==> src/rtl/clock_set_controller.sv <==
// Timebase and RUN / SET_H / SET_M time-set sequencer for the seven-segment clock.
// Optional button auto-repeat in the set states is enabled with `define AUTO_REPEAT_EN.
module clock_set_controller #(
  parameter int unsigned CLK_HZ          = 100_000_000,
  parameter int unsigned DEBOUNCE_CYCLES = 1_000_000,
  parameter int unsigned BLINK_HZ        = 2
`ifdef AUTO_REPEAT_EN
  ,
  parameter int unsigned REPEAT_DELAY    = CLK_HZ / 2,
  parameter int unsigned REPEAT_PERIOD   = CLK_HZ / 8
`endif
) (
  input  logic       clk,
  input  logic       reset_n,
  input  logic       btn_mode,
  input  logic       btn_up,
  input  logic [5:0] minutes_in,
  output logic       inc_minutes,
  output logic       inc_hours,
  output logic [5:0] seconds,
  output logic [1:0] mode,
  output logic       blank_hours,
  output logic       blank_minutes
);

  localparam int unsigned PRESC_W  = (CLK_HZ > 1) ? $clog2(CLK_HZ) : 1;
  localparam int unsigned DB_MAX   = (DEBOUNCE_CYCLES > 0) ? DEBOUNCE_CYCLES - 1 : 0;
  localparam int unsigned DB_W     = (DB_MAX > 0) ? $clog2(DB_MAX + 1) : 1;
  localparam int unsigned HALF_RAW = CLK_HZ / (2 * BLINK_HZ);
  localparam int unsigned HALF     = (HALF_RAW > 0) ? HALF_RAW : 1;
  localparam int unsigned BLINK_W  = (HALF > 1) ? $clog2(HALF) : 1;

  typedef enum logic [1:0] {
    RUN   = 2'd0,
    SET_H = 2'd1,
    SET_M = 2'd2
  } state_t;

  state_t               state;
  logic [PRESC_W-1:0]   presc;
  logic [BLINK_W-1:0]   blink_cnt;
  logic                 phase;

  logic [1:0]           raw;
  logic [1:0]           sync1;
  logic [1:0]           sync2;
  logic [1:0]           level;
  logic [1:0]           level_d;
  logic [1:0]           press;
  logic [DB_W-1:0]      db_cnt [2];

  logic                 mode_press_c;
  logic                 up_press_c;
  logic                 up_evt_c;
  logic                 pulse_busy_c;

  // Bit 0 is the mode button, bit 1 the up button.
  assign raw          = {btn_up, btn_mode};
  assign mode_press_c = press[0];
  assign up_press_c   = press[1];
  assign pulse_busy_c = inc_minutes | inc_hours;
  assign mode         = state;

  // Synchronize, debounce and edge-detect both buttons.
  always_ff @(posedge clk or negedge reset_n) begin
    if (!reset_n) begin
      sync1     <= '0;
      sync2     <= '0;
      level     <= '0;
      level_d   <= '0;
      press     <= '0;
      db_cnt[0] <= '0;
      db_cnt[1] <= '0;
    end else begin
      sync1   <= raw;
      sync2   <= sync1;
      level_d <= level;
      press   <= level & ~level_d;
      for (int i = 0; i < 2; i++) begin
        if (sync2[i] == level[i]) begin
          db_cnt[i] <= '0;
        end else if (db_cnt[i] == DB_W'(DB_MAX)) begin
          level[i]  <= sync2[i];
          db_cnt[i] <= '0;
        end else begin
          db_cnt[i] <= db_cnt[i] + DB_W'(1);
        end
      end
    end
  end

`ifdef AUTO_REPEAT_EN
  localparam int unsigned RPT_MAX = (REPEAT_DELAY > REPEAT_PERIOD) ? REPEAT_DELAY : REPEAT_PERIOD;
  localparam int unsigned RPT_W   = (RPT_MAX > 1) ? $clog2(RPT_MAX + 1) : 1;

  logic [RPT_W-1:0] rpt_cnt;
  logic             rpt_armed;
  logic             rpt_hold_c;
  logic             rpt_fire_c;

  assign rpt_hold_c = level[1] && (state != RUN) && !mode_press_c && !up_press_c;
  assign rpt_fire_c = rpt_hold_c &&
                      (rpt_cnt == (rpt_armed ? RPT_W'(REPEAT_PERIOD - 1) : RPT_W'(REPEAT_DELAY - 1)));
  assign up_evt_c   = up_press_c | rpt_fire_c;

  // Held up button: first repeat after the delay, then one per period.
  always_ff @(posedge clk or negedge reset_n) begin
    if (!reset_n) begin
      rpt_cnt   <= '0;
      rpt_armed <= 1'b0;
    end else if (!rpt_hold_c) begin
      rpt_cnt   <= '0;
      rpt_armed <= 1'b0;
    end else if (rpt_fire_c) begin
      rpt_cnt   <= '0;
      rpt_armed <= 1'b1;
    end else begin
      rpt_cnt   <= rpt_cnt + RPT_W'(1);
    end
  end
`else
  assign up_evt_c = up_press_c;
`endif

  // Mode sequencing, seconds timebase and increment pulses; a mode press outranks everything.
  always_ff @(posedge clk or negedge reset_n) begin
    if (!reset_n) begin
      state       <= RUN;
      presc       <= '0;
      seconds     <= '0;
      inc_minutes <= 1'b0;
      inc_hours   <= 1'b0;
    end else begin
      inc_minutes <= 1'b0;
      inc_hours   <= 1'b0;
      if (mode_press_c) begin
        case (state)
          RUN: begin
            state   <= SET_H;
            presc   <= '0;
            seconds <= '0;
          end
          SET_H:   state <= SET_M;
          default: state <= RUN;
        endcase
      end else begin
        case (state)
          RUN: begin
            if (presc == PRESC_W'(CLK_HZ - 1)) begin
              presc <= '0;
              if (seconds == 6'd59) begin
                seconds     <= '0;
                inc_minutes <= 1'b1;
                inc_hours   <= (minutes_in == 6'd59);
              end else begin
                seconds <= seconds + 6'd1;
              end
            end else begin
              presc <= presc + PRESC_W'(1);
            end
          end
          SET_H: begin
            if (up_evt_c && !pulse_busy_c) inc_hours <= 1'b1;
          end
          SET_M: begin
            if (up_evt_c && !pulse_busy_c) inc_minutes <= 1'b1;
          end
          default: state <= RUN;
        endcase
      end
    end
  end

  // Blink phase for the field being set; restarts blanked-off on every state change.
  always_ff @(posedge clk or negedge reset_n) begin
    if (!reset_n) begin
      blink_cnt     <= '0;
      phase         <= 1'b0;
      blank_hours   <= 1'b0;
      blank_minutes <= 1'b0;
    end else if (mode_press_c || state == RUN) begin
      blink_cnt     <= '0;
      phase         <= 1'b0;
      blank_hours   <= 1'b0;
      blank_minutes <= 1'b0;
    end else if (blink_cnt == BLINK_W'(HALF - 1)) begin
      blink_cnt     <= '0;
      phase         <= ~phase;
      blank_hours   <= (state == SET_H) && !phase;
      blank_minutes <= (state == SET_M) && !phase;
    end else begin
      blink_cnt     <= blink_cnt + BLINK_W'(1);
    end
  end

endmodule

==> config.mk <==
export PLATFORM = sky130hd
export DESIGN_NAME = clock_set_controller
export DESIGN_NICKNAME = d
export VERILOG_FILES = /design/src/rtl/clock_set_controller.sv
export SDC_FILE = /design/constraint.sdc
export NUM_CORES = 1
export LEC_CHECK = 0
export CORE_MARGIN = 2
export CORE_UTILIZATION = 30
export DETAILED_ROUTE_END_ITERATION = 6
export PLACE_DENSITY_LB_ADDON = 0.15
export SLEW_MARGIN = 15
export SYNTH_ARGS = -nofsm -noshare
export SYNTH_HDL_FRONTEND = slang
export SYNTH_SLANG_ARGS = --single-unit
==> constraint.sdc <==
create_clock -name clk -period 1.93 [get_ports clk]
set_clock_uncertainty 0.15 [all_clocks]
set_input_delay 0.193 -clock clk [delete_from_list [all_inputs] [get_ports clk]]
set_output_delay 0.193 -clock clk [all_outputs]
set_load 0.1 [all_outputs]
**Word-level counts from Yosys, hierarchy flattened**

Index checks and enable logic that the tools add are counted.

- $add $sub $neg: 5
- Equality and inequality tests: 11
- Multiplexer cells: 33
- Bitwise logic cells: 6
- Reduce and logical (&&, ||, !) cells: 13

Operators by type and width:

| operator | number |
|---|---|
| two-way mux 27 bit | 4 |
| two-way mux 20 bit | 4 |
| two-way mux 25 bit | 2 |
| adder 20 x 1 -> 20 bit (second input constant) | 2 |
| equality test 20 bit (second input constant) | 2 |
| two-way mux 6 bit | 5 |
| adder 27 x 1 -> 27 bit (second input constant) | 1 |
| equality test 27 bit (second input constant) | 1 |
| adder 25 x 1 -> 25 bit (second input constant) | 1 |
| equality test 25 bit (second input constant) | 1 |
| two-way mux 1 bit | 13 |
| equality test 6 bit (second input constant) | 2 |
| adder 6 x 1 -> 6 bit (second input constant) | 1 |
| AND reduction 2 bit | 3 |
| two-way mux 2 bit | 2 |
| case mux 1 bit (2 select lines) | 2 |
| case mux 2 bit (2 select lines) | 1 |
| nonzero test 2 bit | 2 |
| logical AND 1 bit | 3 |
| NOT 1 bit | 3 |
| OR reduction 3 bit | 1 |
| bitwise AND 2 bit | 1 |
| equality test 1 bit | 2 |
| equality test 2 x 1 -> 1 bit (second input constant) | 1 |
| 7 further kinds | 8 |

- Register bits: 115
- Bits of input ports: 10
- Output and inout bits: 12
- Word-level logic and storage cells: 85

**Longest topological paths before layout**

- Word-level depth: 6
- Gate-level depth with buffers: 8
- Depth with buffers taken out: 6

**Least setup slack after synthesis**

No wires, ideal clock.

- Kind: register to register
- Start: reg seconds[0]
- End: reg seconds[0]
- Library setup time: 126 ps
- Arrival time: 2217 ps
- Required time: 1654 ps
- Setup slack: -563 ps
- Stages on the path, launching flop included: 6
- Buffers on the path: 0
- Period minus slack after synthesis: 2493 ps
- Cell sequence: dfrtp_1 -> ha_1 -> nor2b_1 -> nand4_1 -> nor4b_1 -> a221o_1

- Longest elaborated chain between the ends: 5
- Elaborated cells on any way between the ends: 6
- Those cells by class: add/sub (1); eq/ne (1); mux (4)

RTL lines:

| item | line | source |
|---|---|---|
| start: declaration | 20 | `output logic [5:0] seconds,` |
| start signal: assignment | 156 | `seconds <= seconds + 6'd1;` |
| adder 6 x 1 -> 6 bit or equality test 6 bit (tied branches) | 156, 151 |  |
| two-way mux 6 bit (*) | 151 | `if (seconds == 6'd59) begin` |
| two-way mux 6 bit (*) | 149 | `if (presc == PRESC_W'(CLK_HZ - 1)) begin` |
| two-way mux 6 bit (*) | 147 | `case (state)` |
| two-way mux 6 bit (*) | 136 | `if (mode_press_c) begin` |

Mark *: on every way between the ends. The rest lies on a longest branch, timed or not. The select of a mux whose other input is x is not followed.
A chain may end at the register's enable or synchronous reset.

**Final worst setup path**

- Start: reg presc[0]
- End: reg seconds[1]

- Longest elaborated chain between the ends: 3

RTL lines:

| item | line | source |
|---|---|---|
| start: declaration | 40 | `logic [PRESC_W-1:0] presc;` |
| start signal: assignment | 159 | `presc <= presc + PRESC_W'(1);` |
| equality test 27 bit | 149 |  |
| nonzero test 2 bit (no source line) | -- |  |
| AND reduction 2 bit (no source line) | -- |  |

Every way passes these cells.

==> tab_implementation.tex <==
\begin{tabular}{lr}
\hline
Metric & Value \\
\hline
\multicolumn{2}{l}{\textbf{Timing}} \\
Fin. Hold Viols & 0 \\
Part of the cycle the worst path needs & 100.2\% \\
Maximum clock rate & 0.5172 GHz \\
Relative slew slack & 67.91\% \\
Slack of the critical path & -0.003434 ns \\
Tightest Pin Transition & 0.4813 ns \\
\# setup viols final & 2 \\
Pins Over Slew Limit & 0 \\
Min Hold Slack & 0.07320 ns \\
Accumulated negative setup slack & -0.004255 ns \\
RSZ-0062 raised after global routing & yes \\
Min Clock Period, post-route & 1.933 ns \\
\multicolumn{2}{l}{\textbf{Yosys}} \\
Average size of a mapped cell & 9.906 um\^{}2 \\
Dominant cell type by area after synthesis & sky130\_fd\_sc\_hd\_\_dfrtp\_1 \\
Number of distinct library cells after synthesis & 52 \\
Gate count after technology mapping & 580 \\
Cell area after synthesis & 5746 um\^{}2 \\
Top cells by area in the synthesized netlist & sky130\_fd\_sc\_hd\_\_dfrtp\_1 50\%, sky130\_fd\_sc\_hd\_\_nor2\_1 7.0\%, sky130\_fd\_sc\_hd\_\_xor2\_1 6.6\%, sky130\_fd\_sc\_hd\_\_xnor2\_1 6.4\%, sky130\_fd\_sc\_hd\_\_nand3\_1 3.4\% \\
Count of flip-flops with a built-in enable after synthesis & 0 \\
Share of Yosys cell area claimed by the top area cell type & 50.09\% \\
Main flop type after synthesis & sky130\_fd\_sc\_hd\_\_dfrtp\_1 \\
Asr flop ratio synth & 100.0\% \\
Synthesis-stage register bit count & 115 \\
Sequential fraction of the synthesis area & 50.09\% \\
Syn nets & 595 \\
Warnings, synthesis & 0 \\
\multicolumn{2}{l}{\textbf{Global routing}} \\
Wire length of the first global-routing pass & 21.80 mm \\
Antenna violations before repair & 0 \\
Pin count of the biggest net entering global routing & 33 \\
All-layer global routing usage & 13.58\% \\
Vias in the first global route & 4529 \\
Residual overflow from global routing & 0 \\
\multicolumn{2}{l}{\textbf{Final layout}} \\
Number of non-filler instances in the completed layout & 935 \\
Number of inserted filler cells in the final layout & 1840 \\
Relative area change from synthesis to final layout & 34.41\% \\
Post-Route Utilization & 41.15\% \\
Share of layout cells above drive strength 1 & 26.39\% \\
Number of nets in the final layout & 704 \\
Number of antenna cells inserted & 0 \\
Area of all placed cells without fillers & 7722 um\^{}2 \\
\multicolumn{2}{l}{\textbf{Outcome}} \\
Status & finished with violations \\
Failing checks & setup timing \\
\multicolumn{2}{l}{\textbf{Clock network}} \\
Skew-Pair Late Insertion Delay & 0.41 ns \\
CTS tree & built \\
CTS H-tree depth & 4 \\
Number of clock buffers inserted by TritonCTS & 17 \\
Clock slew at the register clock pins of the worst setup and hold paths & 0.05 ns \\
Number of clock sinks & 115 \\
Root Driver & sky130\_fd\_sc\_hd\_\_clkbuf\_16 \\
Maximum clock insertion buffer count & 2 \\
\multicolumn{2}{l}{\textbf{Placed design}} \\
Setup slack after placement & -0.1283 ns \\
PortBufs & 21 \\
Final HPWL from detailed placement & 8.909 mm \\
Placed cells & 900 \\
Routability congestion estimate from global placement & 0.7926 \\
Placed cell areas & 6990 um\^{}2 \\
\multicolumn{2}{l}{\textbf{Detailed routing}} \\
Detailed-router iteration count before antenna repair & 4 \\
Detailed Route WL & 12.73 mm \\
DRC violation total after the first TritonRoute iteration & 146 \\
Number of DRC violations after detailed routing & 0 \\
Post-route ant nets & 0 \\
Number of vias in the routed layout & 4414 \\
Avg Vias per Cell & 4.721 \\
DR WL/cell & 13.62 um \\
\multicolumn{2}{l}{\textbf{Worst setup path}} \\
Largest fanout of any net on the critical path & 8 \\
Cell-by-cell trace of the critical path & ha\_2, nand4b\_1, nor4\_4, and4\_4, buf\_12, nor3b\_1, a221o\_1 \\
Worst Path Class, Setup & reg -> reg \\
Arr. time, crit path & 2.08 ns \\
Buffering stage count on the worst path with inverters included & 1 \\
Critical path launch point type & flip-flop \\
Cell at the slowest stage of the critical path & sky130\_fd\_sc\_hd\_\_dfrtp\_1 \\
Crit path max-delay family & simple AND/OR/NAND/NOR gates \\
Data required time of the critical path & 2.07 ns \\
Worst stage delay on the critical path & 0.35 ns \\
Element type at the critical path end & flip-flop \\
\multicolumn{2}{l}{\textbf{Run}} \\
\# Max-Cap Violations & 0 \\
\multicolumn{2}{l}{\textbf{Hold path}} \\
Hold/Removal Path Class & in -> reg \\
\multicolumn{2}{l}{\textbf{Power}} \\
Total leakage power & 3.346 nW \\
Power per standard cell area & 724.8 nW/um\^{}2 \\
Max rail drop VDD & 0.5665 mV \\
Final Total Pwr & 5.597 mW \\
\multicolumn{2}{l}{\textbf{Die}} \\
Core footprint & 18770 um\^{}2 \\
Floorplan die height & 142.4 um \\
Starting utilization of the core area & 30.61\% \\
Die Area & 20270 um\^{}2 \\
Number of standard-cell rows in the floorplan & 50 \\
\# IOs & 22 \\
Overall die width & 142.4 um \\
\hline
\end{tabular}
[layout make-up]
type / count / area, um^2 / area share (%)
timing repair buffer: 112 / 1097 / 14.21
sequential: 115 / 2898 / 37.52
multi-input combinational: 434 / 2830 / 36.65
tap: 234 / 292.8 / 3.791
inverter: 9 / 33.78 / 0.4375
clock inverter: 4 / 47.55 / 0.6157
clock buffer: 27 / 523.0 / 6.773
[synthesized netlist by cell type, types with 5 or more instances]
library cell               count
sky130_fd_sc_hd__and4_1        6
sky130_fd_sc_hd__xnor2_1      42
sky130_fd_sc_hd__xor2_1       43
sky130_fd_sc_hd__nand4_1      21
sky130_fd_sc_hd__nor2b_1       8
sky130_fd_sc_hd__dfrtp_1     115
sky130_fd_sc_hd__or2_2         5
sky130_fd_sc_hd__nor2_1      107
sky130_fd_sc_hd__ha_1          5
sky130_fd_sc_hd__nor3_1       14
sky130_fd_sc_hd__nand3_1      39
sky130_fd_sc_hd__or3_1         5
sky130_fd_sc_hd__clkbuf_1      9
sky130_fd_sc_hd__buf_2         5
sky130_fd_sc_hd__inv_1         9
sky130_fd_sc_hd__buf_4         5
sky130_fd_sc_hd__and3_1       15
sky130_fd_sc_hd__nand2_1      44
sky130_fd_sc_hd__nor4_1       16
[registers in the layout, indices dropped and copies added, names as in the netlist, 2 cells and up]
| signal | flops |
|---|---|
| press | 2 |
| presc | 27 |
| sync1 | 2 |
| seconds | 6 |
| level | 2 |
| blink_cnt | 25 |
| level_d | 2 |
| mode | 2 |
| sync2 | 2 |
| db_cnt | 40 |
[cells by family after synthesis]
logic type,Yosys count,share of synthesized area [%]
buffers and inverters,31,2.744
AND/OR/NAND/NOR,319,29.55
flip-flops,115,50.09
XOR/XNOR,85,12.96
adder cells (fa/ha/maj),5,1.089
multiplexers,6,1.111
AO/OA/AOI/OAI,19,2.461
[worst reg2reg max path, delay by kind of cell (launching register included)]
family	cells	cell delay [ns]
AO/OA/AOI/OAI	1	0.25
adder cells (fa/ha/maj)	1	0.19
buffers and inverters	1	0.13
flip-flops	1	0.35
AND/OR/NAND/NOR	4	0.75
[cell usage in the layout, fill, tap and decap left out, types with 5 or more instances in the layout]
| master | n |
|---|---|
| sky130_fd_sc_hd__nor2_1 | 107 |
| sky130_fd_sc_hd__dfrtp_1 | 107 |
| sky130_fd_sc_hd__buf_4 | 84 |
| sky130_fd_sc_hd__nand2_1 | 44 |
| sky130_fd_sc_hd__xor2_1 | 43 |
| sky130_fd_sc_hd__xnor2_1 | 42 |
| sky130_fd_sc_hd__nand3_1 | 38 |
| sky130_fd_sc_hd__nand4_1 | 21 |
| sky130_fd_sc_hd__clkbuf_16 | 18 |
| sky130_fd_sc_hd__buf_12 | 17 |
| sky130_fd_sc_hd__nor3_1 | 14 |
| sky130_fd_sc_hd__and3_1 | 14 |
| sky130_fd_sc_hd__nor4_2 | 9 |
| sky130_fd_sc_hd__inv_1 | 9 |
| sky130_fd_sc_hd__nor4_1 | 9 |
| sky130_fd_sc_hd__nor2b_1 | 8 |
| sky130_fd_sc_hd__clkdlybuf4s50_1 | 8 |
| sky130_fd_sc_hd__clkbuf_8 | 6 |
| sky130_fd_sc_hd__or2_2 | 5 |
| sky130_fd_sc_hd__and4_1 | 5 |
| sky130_fd_sc_hd__or3_1 | 5 |
[per-layer routing]
layer / wire length [um] / global-route usage [%]
met1: 6109 / 17.50
met2: 6109 / 22.20
met4: 116 / 3.700
met3: 398 / 4.206
met5: 0 / 0
[repair_timing]
action                                 CTS  global route
endpoints found under the hold margin  115             0
setup buffers                            1             1
hold buffers                             1             0
resized for setup                        6            16
pin swaps                                0             4
setup endpoints to repair               53            80
cloned                                   0             1
[worst paths after layout]
kind	startpoint	endpoint	slack, ns	depth (start not counted)
min in group asynchronous	reset_n	blink_cnt[18]	0.14	2
worst max-delay path	presc[0]	seconds[1]	-0.003	7
worst min-delay path	btn_up	sync1[1]	0.07	1
max in group asynchronous	reset_n	mode[0]	0.95	3
worst max register to register	presc[0]	seconds[1]	-0.003	7
worst min register to register	sync1[0]	sync2[0]	0.20	0
[power by group]
group          leakage (nW)  switching (mW)  internal, mW
clock                 0.279            1.04          1.96
sequential             1.56         0.00778          2.43
combinational          1.50          0.0917        0.0667
total                  3.35            1.14          4.46
No activity file was read; power rests on OpenSTA's default activity.
